## src/rtl/data_mem_arb_pkg.sv

```systemverilog
`default_nettype none
// ============================================================================
// Module   : data_mem_arb_pkg
// Brief    : Shared types and constants for the data-memory arbiter
// Revision : 1.0
// ============================================================================
package data_mem_arb_pkg;

    typedef enum logic [0:0] {
        ST_IDLE   = 1'b0,
        ST_ACCESS = 1'b1
    } arb_state_t;

    localparam logic REQ_CPU = 1'b0;
    localparam logic REQ_AUX = 1'b1;

    localparam logic [63:0] ADDR_LIMIT_DEFAULT = 64'h400;

endpackage
`default_nettype wire

```

## src/rtl/rr_arbiter2.sv

```systemverilog
`default_nettype none
// ============================================================================
// Module   : rr_arbiter2
// Brief    : Two-way round-robin winner selection with a registered pointer
// Revision : 1.0
// ============================================================================
module rr_arbiter2
    import data_mem_arb_pkg::*;
(
    input  logic       CLOCK,
    input  logic       RESET,
    input  logic [1:0] i_req,
    input  logic [1:0] i_busy,
    output logic       o_grant,
    output logic       o_winner
);

    logic [1:0] w_elig;
    logic       w_winner;
    logic       r_ptr;

    // A requester in its grant cycle still holds REQ, so it is masked out.
    assign w_elig = i_req & ~i_busy;

    always_comb begin
        w_winner = REQ_CPU;
        case (w_elig)
            2'b01:   w_winner = REQ_CPU;
            2'b10:   w_winner = REQ_AUX;
            2'b11:   w_winner = r_ptr;
            default: w_winner = REQ_CPU;
        endcase
    end

    assign o_grant  = |w_elig;
    assign o_winner = w_winner;

    always_ff @(posedge CLOCK or negedge RESET) begin
        if (!RESET) begin
            r_ptr <= REQ_CPU;
        end else if (o_grant) begin
            r_ptr <= ~w_winner;
        end
    end

endmodule
`default_nettype wire

```

## src/rtl/data_mem_arbiter.sv

```systemverilog
`default_nettype none
// ============================================================================
// Module   : data_mem_arbiter
// Brief    : Round-robin sharing of Data_Memory between CPU and an aux master
// Revision : 1.0
// ============================================================================
module data_mem_arbiter
    import data_mem_arb_pkg::*;
#(
    parameter int                ADDR_W     = 64,
    parameter int                DATA_W     = 64,
    parameter logic [ADDR_W-1:0] ADDR_LIMIT = ADDR_W'(ADDR_LIMIT_DEFAULT),
    parameter int                CNT_W      = 16
) (
    input  logic              CLOCK,
    input  logic              RESET,
    input  logic              REQ0,
    input  logic              REQ1,
    input  logic              WE0,
    input  logic              WE1,
    input  logic [ADDR_W-1:0] ADDR0,
    input  logic [ADDR_W-1:0] ADDR1,
    input  logic [DATA_W-1:0] WDATA0,
    input  logic [DATA_W-1:0] WDATA1,
    output logic              GNT0,
    output logic              GNT1,
    output logic              RVALID0,
    output logic              RVALID1,
    output logic [DATA_W-1:0] RDATA,
    output logic              ERR,
    output logic [ADDR_W-1:0] mem_address,
    output logic [DATA_W-1:0] mem_data_in,
    output logic              control_memwrite,
    output logic              control_memread,
    input  logic [DATA_W-1:0] mem_data_out,
    output logic [CNT_W-1:0]  GNT_CNT0,
    output logic [CNT_W-1:0]  GNT_CNT1
);

    arb_state_t        r_state;
    arb_state_t        w_state_next;
    logic [1:0]        r_gnt;
    logic [1:0]        r_rvalid;
    logic [DATA_W-1:0] r_rdata;
    logic              r_err;
    logic              r_cmd_id;
    logic              r_cmd_we;
    logic [ADDR_W-1:0] r_cmd_addr;
    logic [DATA_W-1:0] r_cmd_wdata;
    logic [CNT_W-1:0]  r_cnt0;
    logic [CNT_W-1:0]  r_cnt1;
    logic              w_grant;
    logic              w_winner;
    logic              w_in_range;
    logic              w_access;

    rr_arbiter2 u_rr (
        .CLOCK    (CLOCK),
        .RESET    (RESET),
        .i_req    ({REQ1, REQ0}),
        .i_busy   (r_gnt),
        .o_grant  (w_grant),
        .o_winner (w_winner)
    );

    assign w_in_range = (r_cmd_addr < ADDR_LIMIT);
    assign w_access   = (r_state == ST_ACCESS);

    // Every grant opens exactly one ACCESS cycle; back-to-back grants keep us there.
    always_comb begin
        w_state_next     = ST_IDLE;
        control_memwrite = 1'b0;
        control_memread  = 1'b0;
        if (w_grant) begin
            w_state_next = ST_ACCESS;
        end
        if (w_access && w_in_range) begin
            control_memwrite = r_cmd_we;
            control_memread  = ~r_cmd_we;
        end
    end

    always_ff @(posedge CLOCK or negedge RESET) begin
        if (!RESET) begin
            r_state <= ST_IDLE;
        end else begin
            r_state <= w_state_next;
        end
    end

    always_ff @(posedge CLOCK or negedge RESET) begin
        if (!RESET) begin
            r_gnt       <= 2'b00;
            r_cmd_id    <= REQ_CPU;
            r_cmd_we    <= 1'b0;
            r_cmd_addr  <= '0;
            r_cmd_wdata <= '0;
        end else begin
            r_gnt <= 2'b00;
            if (w_grant) begin
                r_gnt[w_winner] <= 1'b1;
                r_cmd_id        <= w_winner;
                r_cmd_we        <= (w_winner == REQ_AUX) ? WE1    : WE0;
                r_cmd_addr      <= (w_winner == REQ_AUX) ? ADDR1  : ADDR0;
                r_cmd_wdata     <= (w_winner == REQ_AUX) ? WDATA1 : WDATA0;
            end
        end
    end

    // Completion of the access that occupied the cycle ending at this edge.
    always_ff @(posedge CLOCK or negedge RESET) begin
        if (!RESET) begin
            r_rvalid <= 2'b00;
            r_rdata  <= '0;
            r_err    <= 1'b0;
        end else begin
            r_rvalid <= 2'b00;
            r_err    <= 1'b0;
            if (w_access) begin
                r_rvalid[r_cmd_id] <= 1'b1;
                r_err              <= ~w_in_range;
                r_rdata            <= (w_in_range && !r_cmd_we) ? mem_data_out : '0;
            end
        end
    end

    always_ff @(posedge CLOCK or negedge RESET) begin
        if (!RESET) begin
            r_cnt0 <= '0;
            r_cnt1 <= '0;
        end else if (w_grant) begin
            if (w_winner == REQ_CPU && r_cnt0 != '1) begin
                r_cnt0 <= r_cnt0 + CNT_W'(1);
            end
            if (w_winner == REQ_AUX && r_cnt1 != '1) begin
                r_cnt1 <= r_cnt1 + CNT_W'(1);
            end
        end
    end

    assign GNT0        = r_gnt[0];
    assign GNT1        = r_gnt[1];
    assign RVALID0     = r_rvalid[0];
    assign RVALID1     = r_rvalid[1];
    assign RDATA       = r_rdata;
    assign ERR         = r_err;
    assign mem_address = r_cmd_addr;
    assign mem_data_in = r_cmd_wdata;
    assign GNT_CNT0    = r_cnt0;
    assign GNT_CNT1    = r_cnt1;

endmodule
`default_nettype wire

```

## config.mk

```make
export PLATFORM = sky130hd
export DESIGN_NAME = data_mem_arbiter
export DESIGN_NICKNAME = d
export VERILOG_FILES = /design/src/rtl/data_mem_arb_pkg.sv /design/src/rtl/rr_arbiter2.sv /design/src/rtl/data_mem_arbiter.sv
export SDC_FILE = /design/constraint.sdc
export NUM_CORES = 1
export LEC_CHECK = 0
export ABC_AREA = 1
export BUFFER_PORTS_ARGS = -buffer_cell sky130_fd_sc_hd__buf_2
export CORE_AREA = 2 2 216 218
export CTS_BUF_LIST = sky130_fd_sc_hd__clkbuf_8
export CTS_CLUSTER_DIAMETER = 50
export CTS_CLUSTER_SIZE = 20
export DETAILED_ROUTE_END_ITERATION = 16
export DIE_AREA = 0 0 218 220
export HOLD_SLACK_MARGIN = 0.12
export PLACE_DENSITY = 0.46
export SLEW_MARGIN = 20
export SYNTH_ARGS = -nofsm -noshare
export SYNTH_HDL_FRONTEND = slang
export SYNTH_SLANG_ARGS = --single-unit
```

## constraint.sdc

```tcl
create_clock -name CLOCK -period 4.52 [get_ports CLOCK]
set_input_delay 0.904 -clock CLOCK [delete_from_list [all_inputs] [get_ports CLOCK]]
set_output_delay 0.904 -clock CLOCK [all_outputs]
set_load 0.01 [all_outputs]
```

==> impl_metrics.tcl, run 1 <==
set metrics [dict create \
    fill_cells 5043 \
    clock-sinks 233 \
    synth_area_per_cell_um2 8.28 \
    slew_headroom_pct 40.4 \
    cp-startpoint "mem_address[16]$_DFFE_PN0N_" \
    seqCellArea_um2 5830 \
    drt_iter0_drc 595 \
    port_buffers 556 \
    critPathMaxFanout 3 \
    slew_violations 0 \
    worst_slack_ns 1.32 \
    leakagePower_nw 8.10 \
    syn-num-nets 1612 \
    synthXorXnorAreaFrac_pct 1.73 \
    arrival_ns 2.30 \
    cts_tree "yes" \
    timing.fmax_ghz 0.313 \
    synth-simple-area-share_pct 36.8 \
    combPwrFrac_pct 28.4 \
    areaGrowthSynthToFinish_pct 39.0 \
    cts_buffers 35 \
    overflow 0 \
    synth_compound_area_share_pct 1.36 \
    clk_pin_slew_ns 0.09 \
    grt_pass1_wl_um 62400 \
    synth_top_family_by_area "simple AND/OR/NAND/NOR gates" \
    clockBufferDepth 3 \
    setup_tns_ns 0 \
    hold_slack_ns 0.320 \
    cts_resized 0 \
    dr.pass1.iters 4 \
    ys_warn_count 0 \
    gr-usage-met1_pct 21.1 \
    grt_use_met3_pct 5.56 \
    insertion_delay_ns 0.58 \
    cts_max_level 2 \
    start_kind "flip-flop" \
    wl_um 42100 \
    ir_worst_vdd_v 0.000224 \
    post_cts_buffers 0 \
    viasPerCell 4.34 \
    cp-endpoint "control_memwrite" \
    cellPowerDensity_nw_per_um2 481 \
    grtUsageMet2_pct 28.2 \
    worstMarginPinSlew_ns 0.893 \
    drive_gt1_share_pct 36.7 \
    holdBufCountCts 0 \
    syn_inst 1284 \
    ys_seq_area_share_pct 54.8 \
    pre_cts_ws_ns 1.60 \
    skew_ns 0.0269 \
    die_y_um 220 \
    hold_viol 0 \
    rsz0062_at_grt "no" \
    core-area_um2 45900 \
    swShare_pct 37.2 \
    grt.total_usage_pct 16.9 \
    clockRootBuffer "clkbuf_8" \
    crit_chain "nor2_1, nand2_1, nor2_1, nand2_1, nor2_2, nand3_1, nor2_1, buf_2" \
    clkPwrFrac_pct 30.4 \
    wire_per_inst_um 17.1 \
    cp_data_required_time_ns 3.62 \
    reg2reg_slack_ns 1.82 \
    ioPinCount 557 \
    ff2ff_path_depth 10 \
    run_status "finished, final reports clean" \
    synthAdderAreaFrac_pct 0.235 \
    hpwl_um 32100 \
    multiInputGateArea_um2 4270 \
    layout_common_cells "nand2_1, buf_2, dfrtp_1" \
    seqPwrFrac_pct 41.1 \
    routabilityCongestion 0.846 \
    start_util_pct 23.2 \
    grt_pass1_vias 10500 \
    synth_enable_flop_cells 0 \
    synth_area_um2 10600 \
    busiest_layer "met2" \
    drc 0 \
    timing.rr.end "RDATA[52]$_DFFE_PN0P_" \
    synth_seq_cells 233 \
    hold_path_class "in -> async" \
    fin_crit_sh_pct 70.8 \
    nNetsFinal 2153 \
    grt_max_degree 99 \
    cpPeakStageDelay_ns 0.41 \
    vias 10700 \
    dieArea_um2 48000 \
    synth_mux_area_share_pct 0 \
    postRouteAntennaNets 0 \
    maxCapViolCount 0 \
    ys_types 32 \
    async_reset_ff_share_pct 100 \
    r2r-start "mem_address[16]$_DFFE_PN0N_" \
    path_class "reg -> out" \
    critPathSlowestCell "dfrtp_1" \
    setup_viol 0 \
    synth_ff_type "dfrtp_1" \
    final_common_cell "nand2_1" \
    antenna_found_initial 8 \
    cp_common_cell "nor2_1" \
    die_x_um 218 \
    min_period_ns 3.20 \
    intPower_mw 4.47 \
    end_kind "output pin" \
    core.rowCount 79 \
    switching_power_mw 2.64 \
]
-- per-layer routing --
metal | routed length, µm | part of all wire [%]
met1 | 17300 | 41
met4 | 850 | 2.0
met2 | 20000 | 47
met3 | 3950 | 9.4
met5 | 69 | 0.16
-- registers in the layout, indices dropped and copies added (netlist names) --
| name | cells |
|---|---|
| ERR | 1 |
| r_cmd_id | 1 |
| GNT_CNT1 | 16 |
| r_rvalid | 2 |
| r_cmd_we | 1 |
| GNT_CNT0 | 16 |
| mem_data_in | 64 |
| RDATA | 64 |
| mem_address | 64 |
| r_gnt | 2 |
| u_rr.r_ptr | 1 |
| r_state | 1 |
-- critical path, delay by kind of cell, from the launching register on --
| family | cells | cell delay (ns) |
|---|---|---|
| flip-flops | 1 | 0.41 |
| buffers and inverters | 1 | 0.15 |
| AND/OR/NAND/NOR | 7 | 1.18 |
-- Yosys cell counts (2+ instances only) --
| library cell | count | area share (%) |
|---|---|---|
| nand3b_1 | 2 | 0.14 |
| buf_1 | 3 | 0.11 |
| buf_8 | 3 | 0.42 |
| o21ai_0 | 15 | 0.71 |
| nand3_2 | 34 | 3.2 |
| buf_6 | 2 | 0.21 |
| nand3_1 | 176 | 8.3 |
| nor2_4 | 2 | 0.21 |
| buf_4 | 6 | 0.42 |
| clkbuf_1 | 22 | 0.78 |
| nor3_1 | 6 | 0.28 |
| nand2_1 | 604 | 21 |
| ha_1 | 2 | 0.24 |
| inv_1 | 33 | 1.2 |
| xor2_1 | 15 | 1.2 |
| buf_2 | 26 | 1.2 |
| inv_2 | 3 | 0.11 |
| nand4_1 | 7 | 0.41 |
| nand2_4 | 2 | 0.21 |
| nor2_1 | 65 | 2.3 |
| o21ai_2 | 6 | 0.49 |
| xnor2_1 | 6 | 0.49 |
| buf_12 | 3 | 0.56 |
| dfrtp_1 | 233 | 55 |
-- kinds of logic after synthesis --
family / after synthesis
adders and majority gates: 2
xor gates and xnor gates: 21
DFF: 233
AOI/OAI and AO/OA: 24
and+or+nand+nor: 902
buffers and inverters: 102
-- through the flow --
stage	instance area [µm²]	cells	util, %	power [mW]
floorplan	10600	1284	-	3.94
global placement	13900	2395	30.4	5.02
detailed placement	13900	2395	30.4	5.03
CTS	14800	2458	32.2	7.25
global route	14800	2459	32.2	7.59
finish	14800	2460	32.2	7.11
-- power by group through the flow --
stage / clock network, mW / registers, mW / logic (mW)
after floorplan: 0 / 3.07 / 0.864
after global placement: 0 / 2.95 / 2.07
after detailed placement: 0 / 2.95 / 2.07
after CTS: 2.25 / 2.93 / 2.07
after global routing: 2.35 / 2.99 / 2.25
final: 2.16 / 2.92 / 2.02
-- layout make-up --
type | count | area share, %
Timing Repair Buffer | 569 | 19.7
Tap cell | 607 | 5.14
Antenna cell | 2 | 0.0339
Clock inverter | 26 | 2.33
Inverter | 37 | 1.01
Clock buffer | 37 | 3.44
Multi-Input combinational cell | 949 | 28.9
Sequential cell | 233 | 39.4
-- worst min path at each step --
stage               slack, ns  cells past startpoint                   from                    end
finish                   0.32                      1                  RESET   RDATA[7]$_DFFE_PN0P_
global route             0.35                      1                  RESET  RDATA[14]$_DFFE_PN0P_
CTS                      0.32                      1                  RESET   RDATA[7]$_DFFE_PN0P_
detailed placement       0.46                      2  RDATA[46]$_DFFE_PN0P_  RDATA[46]$_DFFE_PN0P_
global placement         0.46                      2  RDATA[36]$_DFFE_PN0P_  RDATA[36]$_DFFE_PN0P_
floorplan                0.43                      1   r_cmd_id$_DFFE_PN0N_  r_rvalid[0]$_DFF_PN0_
Note: power is estimated with default switching activity, not from simulation.
==> run 2, diff against run 1 <==
--- a/config.mk
+++ b/config.mk
@@ -5,16 +5,16 @@
 export SDC_FILE = /design/constraint.sdc
 export NUM_CORES = 1
 export LEC_CHECK = 0
-export ABC_AREA = 1
+export ABC_AREA = 0
 export BUFFER_PORTS_ARGS = -buffer_cell sky130_fd_sc_hd__buf_2
-export CORE_AREA = 2 2 216 218
+export CORE_AREA = 2 2 220 222
 export CTS_BUF_LIST = sky130_fd_sc_hd__clkbuf_8
 export CTS_CLUSTER_DIAMETER = 50
 export CTS_CLUSTER_SIZE = 20
 export DETAILED_ROUTE_END_ITERATION = 16
-export DIE_AREA = 0 0 218 220
+export DIE_AREA = 0 0 222 224
 export HOLD_SLACK_MARGIN = 0.12
-export PLACE_DENSITY = 0.46
+export PLACE_DENSITY = 0.43
 export SLEW_MARGIN = 20
 export SYNTH_ARGS = -nofsm -noshare
 export SYNTH_HDL_FRONTEND = slang
==> constraint.sdc (replaced) <==
create_clock -name CLOCK -period 3 [get_ports CLOCK]
set_input_delay 0.6 -clock CLOCK [delete_from_list [all_inputs] [get_ports CLOCK]]
set_output_delay 0.6 -clock CLOCK [all_outputs]
set_load 0.01 [all_outputs]
==> run 2 against run 1 <==
Compared with the run above:
- the flow now finishes with violations (negative setup slack)
- global-route usage up 0.90 points
- power rose by 43%
- design area decreased by 1.6%
- critical path depth is 3 lower
- hold slack worse by 0.10 ns
- clock power is 52% higher
- area after synthesis fell by 6.3%
- register-to-register slack got worse by 1.4 ns
- clock skew down 0.0021 ns
- clock-buffer cell count grew 7
- die area increased by 3.7%
- final cell count shrank 14%
- highest routed layer unchanged
==> impl_metrics.tcl, run 2 <==
set metrics [dict create \
    synth_top_cell_area_share_pct 58.5 \
    areaGrowthSynthToFinish_pct 46.0 \
    synth.area.top_cells "dfrtp_1, a222oi_1, inv_1, nand4_1, o22ai_1" \
    yosys.area.top_type "dfrtp_1" \
    drc 0 \
    setup_tns_ns -0.0378 \
    failed_checks "negative setup slack" \
    dieArea_um2 49700 \
    cts_buffers 38 \
    die_y_um 224 \
    postRouteAntennaNets 0 \
    clockBufferDepth 3 \
    min_period_ns 3.04 \
    grtUsageMet2_pct 30.5 \
    drt_iter0_drc 1202 \
    insertion_delay_ns 0.59 \
    cts_tree "yes" \
    hold_viol 0 \
    grt.total_usage_pct 17.9 \
    start_util_pct 21.1 \
    routabilityCongestion 0.817 \
    grt_pass1_vias 10100 \
    hold_slack_ns 0.219 \
    async_reset_ff_share_pct 100 \
    cp_data_required_time_ns 2.40 \
    synth_area_per_cell_um2 10.9 \
    overflow 0 \
    maxCapViolCount 0 \
    ys_warn_count 0 \
    clk_pin_slew_ns 0.07 \
    grt_use_met3_pct 7.53 \
    rsz0062_at_grt "yes" \
    setup_viol 1 \
    timing.fmax_ghz 0.329 \
    viasPerCell 4.74 \
    hpwl_um 34500 \
    pre_cts_ws_ns -0.0849 \
    syn_inst 912 \
    ir_worst_vdd_v 0.000384 \
    start_kind "flip-flop" \
    netlist_top_cells_count "dfrtp_1, inv_1, a222oi_1" \
    final_common_cell "buf_2" \
    slew_violations 0 \
    layout_common_cells "buf_2, dfrtp_1, inv_1" \
    ys_seq_area_share_pct 58.5 \
    critPathMaxFanout 3 \
    grt_max_degree 90 \
    fin_crit_sh_pct 101 \
    ys_types 43 \
    nNetsFinal 1790 \
    hold_path_class "in -> reg" \
    core-area_um2 47300 \
    swShare_pct 35.9 \
    arrival_ns 2.44 \
    worst_slack_ns -0.0378 \
    antenna_found_initial 20 \
    worstMarginPinSlew_ns 0.907 \
    port_buffers 556 \
    synth_ff_type "dfrtp_1" \
    synth_enable_flop_cells 0 \
    core.rowCount 80 \
    leakagePower_nw 7.58 \
    combPwrFrac_pct 26.6 \
    clkPwrFrac_pct 32.3 \
    path_class "reg -> out" \
    cellPowerDensity_nw_per_um2 698 \
    synth_area_um2 9970 \
    cts_max_level 2 \
    clockRootBuffer "clkbuf_8" \
    dr.pass1.iters 9 \
    intPower_mw 6.52 \
    seqPwrFrac_pct 41.1 \
    slew_headroom_pct 38.7 \
    busiest_layer "met2" \
    syn-num-nets 1240 \
    switching_power_mw 3.65 \
    wl_um 46100 \
    run_status "finished with violations" \
    ioPinCount 557 \
    wire_per_inst_um 21.8 \
    synth.most_common_cell "dfrtp_1" \
    die_x_um 222 \
    drive_gt1_share_pct 45.7 \
    skew_ns 0.0248 \
    synth_seq_cells 233 \
    vias 10000 \
    gr-usage-met1_pct 19.9 \
    end_kind "output pin" \
    grt_pass1_wl_um 66800 \
    clock-sinks 233 \
]
## run 2: cell count changes after synthesis, sizes merged, moves of 72 or more
cell | before | now
nand4 | 7 | 79
inv | 37 | 197
nand3 | 210 | 14
a222oi | 0 | 129
nand2 | 606 | 11
## run 2: worst paths after layout
kind,startpoint,to,slack (ns),depth (start not counted)
hold / removal,ADDR1[37],mem_address[37]$_DFFE_PN0N_,0.22,3
setup / recovery,mem_address[25]$_DFFE_PN0N_,control_memread,-0.04,5
min in group asynchronous,RESET,GNT_CNT0[12]$_DFFE_PN0P_,0.55,2
max in group asynchronous,RESET,mem_address[59]$_DFFE_PN0N_,1.59,3
hold reg to reg,mem_data_in[37]$_DFFE_PN0N_,mem_data_in[37]$_DFFE_PN0N_,0.48,2
setup reg to reg,mem_address[50]$_DFFE_PN0N_,RDATA[57]$_DFFE_PN0P_,0.46,6
## run 2: per-stage QoR
stage                     instances  utilization [%]  cell area (µm²)  power, mW
after floorplan                 912                -             9970       5.37
after global placement         2033             28.6            13600       6.91
after detailed placement       2033             28.6            13600       6.94
after CTS                      2104             30.6            14500       10.3
after global routing           2109             30.7            14500       10.7
final                          2112             30.7            14600       10.2
## run 2: cell type report
class	count	area [µm²]
fill	4998	32800
sequential	233	5830
multi-input combinational	401	3160
timing repair buffer	591	3150
tap	615	769
inverter	197	744
clock buffer	44	606
clock inverter	25	279
antenna	6	15.0
## run 2: power groups by stage
stage	clock network (mW)	registers, mW	logic [mW]
global route	3.53	4.24	2.93
floorplan	0	4.37	1.00
detailed placement	0	4.20	2.74
global placement	0	4.19	2.73
finish	3.29	4.17	2.70
CTS	3.41	4.16	2.76
## run 2: routing by layer
metal	routed length (µm)	share of wire, %	vias to the layer above
met5	152	0.33	-
met4	1470	3.2	24
met3	4880	11	90
met2	22600	49	534
met1	17000	37	4817
li1	-	-	4552
## run 2: timing repair
item / CTS / global route
pin swaps: 4 / 4
gates cloned: 0 / 0
buffers inserted: 1 / 2
hold buffers: 1 / 0
endpoints found under the setup margin: 2 / 2
resized for setup: 9 / 3
hold endpoints to repair: 53 / 0
## run 2: logic make-up after synthesis
group | Yosys count | synth area share (%)
AOI/OAI and AO/OA | 204 | 17.6
DFF | 233 | 58.5
adders and majority gates | 2 | 0.251
and+or+nand+nor | 167 | 10.4
buffers and inverters | 278 | 10.7
muxes | 3 | 0.376
xor gates and xnor gates | 25 | 2.20
## run 2: worst max-delay path, stage by stage, from the launching register on
cell	delay, ns
dfrtp_1	0.43
nor4_2	0.49
nand4_1	0.18
or2_4	0.31
nor3b_4	0.26
buf_2	0.18
